<file path="config.mk">
export PLATFORM = sky130hd
export DESIGN_NAME = plab3_mem_tdm_mem_arbiter
export DESIGN_NICKNAME = d
export VERILOG_FILES = /design/src/rtl/plab3_mem_tdm_mem_arbiter.sv
export SDC_FILE = /design/constraint.sdc
export NUM_CORES = 1
export LEC_CHECK = 0
export ABC_CLOCK_PERIOD_IN_PS = 11300
export BUFFER_PORTS_ARGS = -buffer_cell sky130_fd_sc_hd__clkbuf_2
export CORE_AREA = 2 2 385 387
export DETAILED_ROUTE_END_ITERATION = 7
export DIE_AREA = 0 0 387 389
export PLACE_DENSITY = 0.37
export SYNTH_ARGS = -nofsm -noshare
export SYNTH_HDL_FRONTEND = slang
export SYNTH_SLANG_ARGS = --single-unit
</file>
<file path="constraint.sdc">
create_clock -name clk_i -period 11.3 [get_ports clk_i]
set_input_delay 2.26 -clock clk_i [delete_from_list [all_inputs] [get_ports clk_i]]
set_output_delay 2.26 -clock clk_i [all_outputs]
set_load 0.05 [all_outputs]
</file>
<file path="src/rtl/plab3_mem_tdm_mem_arbiter.sv">
// Two-domain TDM memory arbiter: fixed alternating slots, one outstanding transaction,
// one-entry response buffer per cache. Optional PLAB3_MEM_TDM_ARB_WORK_CONSERVE_EN lets
// the non-owner use an unclaimed slot (breaks timing isolation).
module plab3_mem_tdm_mem_arbiter #(
  parameter int unsigned p_opaque_nbits = 8,
  parameter int unsigned p_slot_cycles  = 8,
  parameter int unsigned abw            = 32,
  parameter int unsigned clw            = 128,
  localparam int unsigned LenNbits  = $clog2(clw / 8),
  localparam int unsigned ReqNbits  = 3 + p_opaque_nbits + abw + LenNbits + clw,
  localparam int unsigned RespNbits = 3 + p_opaque_nbits + 2 + LenNbits + clw
) (
  input  logic                 clk_i,
  input  logic                 reset_i,
  input  logic [ReqNbits-1:0]  c0_memreq_msg_i,
  input  logic                 c0_memreq_val_i,
  output logic                 c0_memreq_rdy_o,
  output logic [RespNbits-1:0] c0_memresp_msg_o,
  output logic                 c0_memresp_val_o,
  input  logic                 c0_memresp_rdy_i,
  input  logic [ReqNbits-1:0]  c1_memreq_msg_i,
  input  logic                 c1_memreq_val_i,
  output logic                 c1_memreq_rdy_o,
  output logic [RespNbits-1:0] c1_memresp_msg_o,
  output logic                 c1_memresp_val_o,
  input  logic                 c1_memresp_rdy_i,
  output logic [ReqNbits-1:0]  memreq_msg_o,
  output logic                 memreq_val_o,
  input  logic                 memreq_rdy_i,
  input  logic [RespNbits-1:0] memresp_msg_i,
  input  logic                 memresp_val_i,
  output logic                 memresp_rdy_o,
  output logic                 slot_owner_o,
  output logic                 overrun_o
);

  localparam int unsigned CtrW = $clog2(p_slot_cycles);

  typedef enum logic {StIdle, StWait} state_e;

  state_e              state_q, state_d;
  logic [CtrW-1:0]     slot_ctr_q;
  logic                slot_owner_q;
  logic                issuer_q, issuer_d;
  logic                overrun_q, overrun_d;
  logic [1:0]          full_q, full_d;
  logic [RespNbits-1:0] buf0_q, buf1_q;

  logic       slot_start, slot_wrap;
  logic [1:0] elig;
  logic [1:0] resp_rdy;
  logic       issue_val, issue_port;
  logic       resp_fire;

  assign slot_start = (slot_ctr_q == '0);
  assign slot_wrap  = (slot_ctr_q == CtrW'(p_slot_cycles - 1));
  assign resp_rdy   = {c1_memresp_rdy_i, c0_memresp_rdy_i};
  // A full buffer makes its own port ineligible but never affects the other port.
  assign elig       = {c1_memreq_val_i & ~full_q[1], c0_memreq_val_i & ~full_q[0]};
  assign resp_fire  = (state_q == StWait) & memresp_val_i;

  always_comb begin
    issue_val  = 1'b0;
    issue_port = slot_owner_q;
    if (!reset_i && state_q == StIdle && slot_start) begin
      if (elig[slot_owner_q]) begin
        issue_val = 1'b1;
      end
`ifdef PLAB3_MEM_TDM_ARB_WORK_CONSERVE_EN
      else if (elig[~slot_owner_q]) begin
        issue_val  = 1'b1;
        issue_port = ~slot_owner_q;
      end
`endif
    end
  end

  assign memreq_val_o     = issue_val;
  assign memreq_msg_o     = issue_port ? c1_memreq_msg_i : c0_memreq_msg_i;
  assign c0_memreq_rdy_o  = issue_val & ~issue_port & memreq_rdy_i;
  assign c1_memreq_rdy_o  = issue_val & issue_port & memreq_rdy_i;
  assign memresp_rdy_o    = (state_q == StWait) & ~reset_i;
  assign c0_memresp_val_o = full_q[0];
  assign c1_memresp_val_o = full_q[1];
  assign c0_memresp_msg_o = buf0_q;
  assign c1_memresp_msg_o = buf1_q;
  assign slot_owner_o     = slot_owner_q;
  assign overrun_o        = overrun_q;

  always_comb begin
    state_d   = state_q;
    issuer_d  = issuer_q;
    overrun_d = overrun_q;
    full_d    = full_q & ~resp_rdy;
    unique case (state_q)
      StIdle: begin
        if (issue_val && memreq_rdy_i) begin
          state_d  = StWait;
          issuer_d = issue_port;
        end
      end
      StWait: begin
        if (memresp_val_i) begin
          state_d          = StIdle;
          full_d[issuer_q] = 1'b1;
        end else if (slot_wrap) begin
          // Still waiting as the slot ends: the memory exceeded the slot budget.
          overrun_d = 1'b1;
        end
      end
      default: state_d = StIdle;
    endcase
  end

  always_ff @(posedge clk_i or posedge reset_i) begin
    if (reset_i) begin
      state_q      <= StIdle;
      slot_ctr_q   <= '0;
      slot_owner_q <= 1'b0;
      issuer_q     <= 1'b0;
      overrun_q    <= 1'b0;
      full_q       <= '0;
      buf0_q       <= '0;
      buf1_q       <= '0;
    end else begin
      state_q    <= state_d;
      slot_ctr_q <= slot_ctr_q + CtrW'(1);
      if (slot_wrap) begin
        slot_owner_q <= ~slot_owner_q;
      end
      issuer_q  <= issuer_d;
      overrun_q <= overrun_d;
      full_q    <= full_d;
      if (resp_fire && !issuer_q) begin
        buf0_q <= memresp_msg_i;
      end
      if (resp_fire && issuer_q) begin
        buf1_q <= memresp_msg_i;
      end
    end
  end

endmodule

</file>
# Word level (Yosys, flattened, before mapping)
# Cells that the tools add are included.
totals:
  word_cells: 53
  input_bits: 503
  out_inout_bits: 473
  register_bits: 299
op_classes:
  eq_ne: 1
  addsub: 1
  magnitude_cmp: 3
  n_mux: 12
  n_bitwise: 17
  n_reduce_logical: 11
op_table:
  columns: ["operator", "count"]
  rows:
  - ["two-way mux 175 bit", 1]
  - ["AND 1 bit", 8]
  - ["two-way mux 1 bit", 7]
  - ["logical AND 1 bit", 6]
  - ["inverter 1 bit", 6]
  - ["< comparator 1 x 2 -> 1 bit, second input constant", 2]
  - ["two-way mux 2 bit", 2]
  - ["adder 3 x 1 -> 3 bit, second input constant", 1]
  - ["equality test 3 bit, second input constant", 1]
  - ["zero test 3 bit", 1]
  - ["AND reduction 3 bit", 1]
  - ["AND 2 bit", 1]
  - ["zero test 1 bit", 2]
  - ["inverter 2 bit", 1]
  - ["OR 2 bit", 1]
  - ["one-hot mux 1 bit (2 select lines)", 1]
  - ["AND reduction 2 bit", 1]
  - ["demux 1 bit (select 1 bit)", 1]
  - ["greater-or-equal comparator 1 bit, second input constant", 1]

# Logic depth before layout (Yosys ltp)
logic_depth:
  depth_word: 9
  depth_mapped: 5
  mapped_depth_nobuf: 5

# Worst setup path before layout
# No wires, ideal clock.
synth_path:
  path_type: "input-to-output"
  startpoint: "input port reset_i"
  endpoint: "output port memreq_val_o"
  path_buffers: 0
  path_stages: 2
  required_ns: 9.040
  arrival_time_ns: 3.437
  path_slack_ns: 5.603
  path_cell_list: "or4b_1 -> nor2_1"
synth_via:
  elab_chain_len: 4
synth_rtl:
  columns: ["element", "line", "text"]
  rows:
  - ["from (decl)", "14", "input logic reset_i,"]
  - ["zero test 1 bit (no source line)", null, null]
  - ["logical AND 1 bit (2 in series)", "65", "if (!reset_i && state_q == StIdle && slot_start) begin"]
  - ["two-way mux 1 bit", "65", null]
  - ["to (decl)", "28", "output logic memreq_val_o,"]
# Every way passes these cells.

# Final worst setup path
layout_path:
  startpoint: "input port reset_i"
  endpoint: "output port c0_memreq_rdy_o"
layout_via:
  elab_chain_len: 6
layout_rtl:
  columns: ["element", "line", "text"]
  rows:
  - ["zero test 1 bit (no source line)", null, null]
  - ["logical AND 1 bit (2 in series)", "65", null]
  - ["two-way mux 1 bit", "65", null]
  - ["AND 1 bit (2 in series)", "80", "assign c0_memreq_rdy_o = issue_val & ~issue_port & memreq_rdy_i;"]
  - ["to (decl)", "17", "output logic c0_memreq_rdy_o,"]
# Every way passes these cells.

==> metrics.md <==
| Metric | Value |
|---|---|
| Status | complete, no violations |
| CTS tree | yes |
| Clk_lat worst skew | approximately 0.56 ns |
| Worst slack at placement | 5.06 ns |
| Initial antenna violation count | between 50 and 60 |
| Cells after synthesis | 847 |
| Final #Nets | around 2.3k |
| Site Rows | about 140 |
| Slew Limit Fails | 0 |
| Seq/Total Area, Yosys | 55.9% |
| R2r setup slk | around 8.5 ns |
| RSZ-0062 raised after global routing | no |
| Layout cell share with drive strength beyond 1 | 82.0% |
| Total CTS buffers | 37 |
| Routability cong. | slightly below 0.9 |
| Top-area cell type share of the netlist area | between 50% and 60% |
| RR Startpoint | state_q$_DFF_PP0_ |
| Worst reg2reg endpoint | c1_memresp_msg_o[15]$_DFFE_PP0P_ |
| Final Cycle Share | around 55% |
| Synth cell types | 23 |
| Layout Cells excl Fill | approximately 3.8k |
| Gr ovfl total | 0 |
| Die area | approximately 150000 um^2 |
| Chip height | 389 um |
| Worst Hold Class | flip-flop to flip-flop |
| Clock root cell | clkbuf_16 |
| Crit end category | output pin |
| Final setup fails | 0 |
| Drt initial violations | roughly 370 |
| Top Ports | around 980 |
| Synth area leader | dfrtp_1 |
| Post-cts resize count | 0 |
| Synthesized Nets | roughly 1.4k |
| Clock Pin Slew Worst Setup and Hold Paths | 0.06 ns |
| Initial Util | a little over 9% |
| Fmax | around 160 MHz |
| TritonRoute pass-1 iters | 4 |
| Global-route wire length before repair | 118000 um |
| Leading cell type in the layout, fill and taps excluded | clkbuf_2 |
| Buffers on Ports | 975 |
| Clk_skew | between 0.02 and 0.03 ns |
| Register-to-Register Path Depth | 4 |
| Syn Std Cell Area | between 10000 and 15000 um^2 |
| Vias in the first global route | between 10k and 15k |
| Final worst path period need | between 6 and 7 ns |
| Worst Path Arrival | roughly 4 ns |
| Pwr dens | roughly 150 nW/um^2 |
| Drt drc | 0 |
| WL per Instance | ~24 um |
| Most frequent cells in the layout | 975 x clkbuf_2, 465 x mux2_2, 298 x dfrtp_1 |
| Total setup buffers inserted after CTS | 0 |
| # clock sinks | ~300 |
| Placed Instances | between 3k and 4k |
| Required time worst endpoint | 9.04 ns |
| Hold Vio Cnt, Final | 0 |
| CP Class | primary input to output pin |
| Cts hold-fix bufs | 0 |
| Chip width | ~390 um |
| Max-cap violation count | 0 |
| Via count | roughly 11k |
| Relative slew margins | approximately 38% |
| Peak supply drop | ~0.089 mV |
| Clock H-tree levels | 2 |
| Hold path start | slot_ctr_q[0]$_DFF_PP0_ |
| Vias per cell | ~3 |
| Hold path endpoint | slot_ctr_q[0]$_DFF_PP0_ |
| Setup TNS | 0 ns |
| Startpoint Class | primary input |
| Setup WS post-layout | 5.08 ns |
| DRT Wirelength | between 90000 and 100000 um |
| YS warnings | 0 |
| Actual slew at the worst max-slew pin | about 0.94 ns |
| Area delta synth->final | 61.3% |
| Core ar. | 147000 um^2 |
| Min-Delay Path Depth | 1 |
| Leak | 0.0112 uW |
| Top cells by area, synth | dfrtp_1 56%, mux2_2 39%, buf_6 1.8%, clkbuf_8 0.92%, buf_2 0.75% |
| Post-synthesis register bit count | ~300 |
| Largest net degree at the start of global routing | between 100 and 150 |
| Syn avg cell area | 15.8 um^2 |
| Max Buffers Root-to-Sink | 3 |
| Post-DP HPWL | roughly 79000 um |
| Worst-path maximum fanout | 4 |
| Gr usage total | roughly an eighth |
| Setup crit start | reset_i |
| Final ANT Viol Nets | 0 |
-- cell families (layout without fill, tap and decap cells) --
group | count (synthesis) | after routing | synth area share [%]
buf+inv | 58 | 1053 | 3.72
compound gates | 7 | 7 | 0.336
fa+ha+maj | 3 | 3 | 0.280
flops | 299 | 299 | 55.9
simple gates | 14 | 14 | 0.626
mux | 465 | 465 | 39.1
xor+xnor | 1 | 1 | 0.0654
other cells | 0 | 14 | 0
-- flip-flops by register name (all words and copies together), names as in the netlist --
signal,flops
slot_owner_o,1
c1_memresp_msg_o,145
c0_memresp_msg_o,145
full_q,2
overrun_o,1
state_q,1
issuer_q,1
slot_ctr_q,3
-- worst max path at each step --
stage	endpoint	slack (ns)	depth (start not counted)
detailed placement	c0_memreq_rdy_o	5.06	4
floorplan	c0_memresp_msg_o[0]$_DFFE_PP0P_	0.78	1
finish	c0_memreq_rdy_o	5.08	4
global placement	c0_memreq_rdy_o	5.06	4
CTS	c0_memreq_rdy_o	5.05	4
global route	c0_memreq_rdy_o	5.01	4
-- worst max-delay path, stage by stage --
cell	delay, ns
clkbuf_2	0.20
nor4b_1	0.60
and3_1	0.51
clkbuf_2	0.38
-- cells in the mapped netlist (all sizes together) --
| library cell | count |
|---|---|
| mux2 | 465 |
| dfrtp | 299 |
| buf | 43 |
| clkbuf | 9 |
| inv | 6 |
| ha | 3 |
| nand2 | 3 |
| o21ai | 3 |
| nand3b | 2 |
| nor2 | 2 |
| nor2b | 2 |
| a21oi | 1 |
| a31o | 1 |
| and3 | 1 |
| nand3 | 1 |
| nor3b | 1 |
| nor4b | 1 |
| o211ai | 1 |
| o2bb2ai | 1 |
| or4b | 1 |
| xor2 | 1 |
-- through the flow --
| stage | util (%) | total power (uW) | area, um^2 | hold WS, ns |
|---|---|---|---|---|
| after floorplan | - | 1790 | 13400 | 0.418 |
| after global placement | 13.9 | 2110 | 20300 | 0.441 |
| after detailed placement | 13.9 | 2110 | 20300 | 0.442 |
| after CTS | 14.7 | 3430 | 21600 | 0.451 |
| after global routing | 14.7 | 3490 | 21600 | 0.476 |
| final | 14.7 | 3340 | 21600 | 0.457 |
-- layer usage --
metal | routed length (um) | GRT usage [%] | share of wire [%]
met3 | 8560 | 4.90 | 9.4
met4 | 4080 | 4.21 | 4.5
met2 | 48400 | 22.3 | 53
met1 | 30200 | 11.1 | 33
met5 | 134 | 0 | 0.15
-- report_power, final --
part	internal, uW	switching, uW	leakage, uW
combinational	232	642	0.00656
sequential	1160	44.6	0.00401
clock	761	500	0.000610
-- final cells by class --
class | instances | area (um^2)
Fill cell | 16668 | 125000
Inverter | 6 | 30.0
Timing Repair Buffer | 986 | 4970
Tap cell | 1930 | 2410
Sequential cell | 299 | 7490
Multi-Input combinational cell | 490 | 5420
Clock inverter | 11 | 195
Clock buffer | 50 | 1040
Antenna cell | 14 | 35.0
No activity file was read; power rests on OpenSTA's default activity.
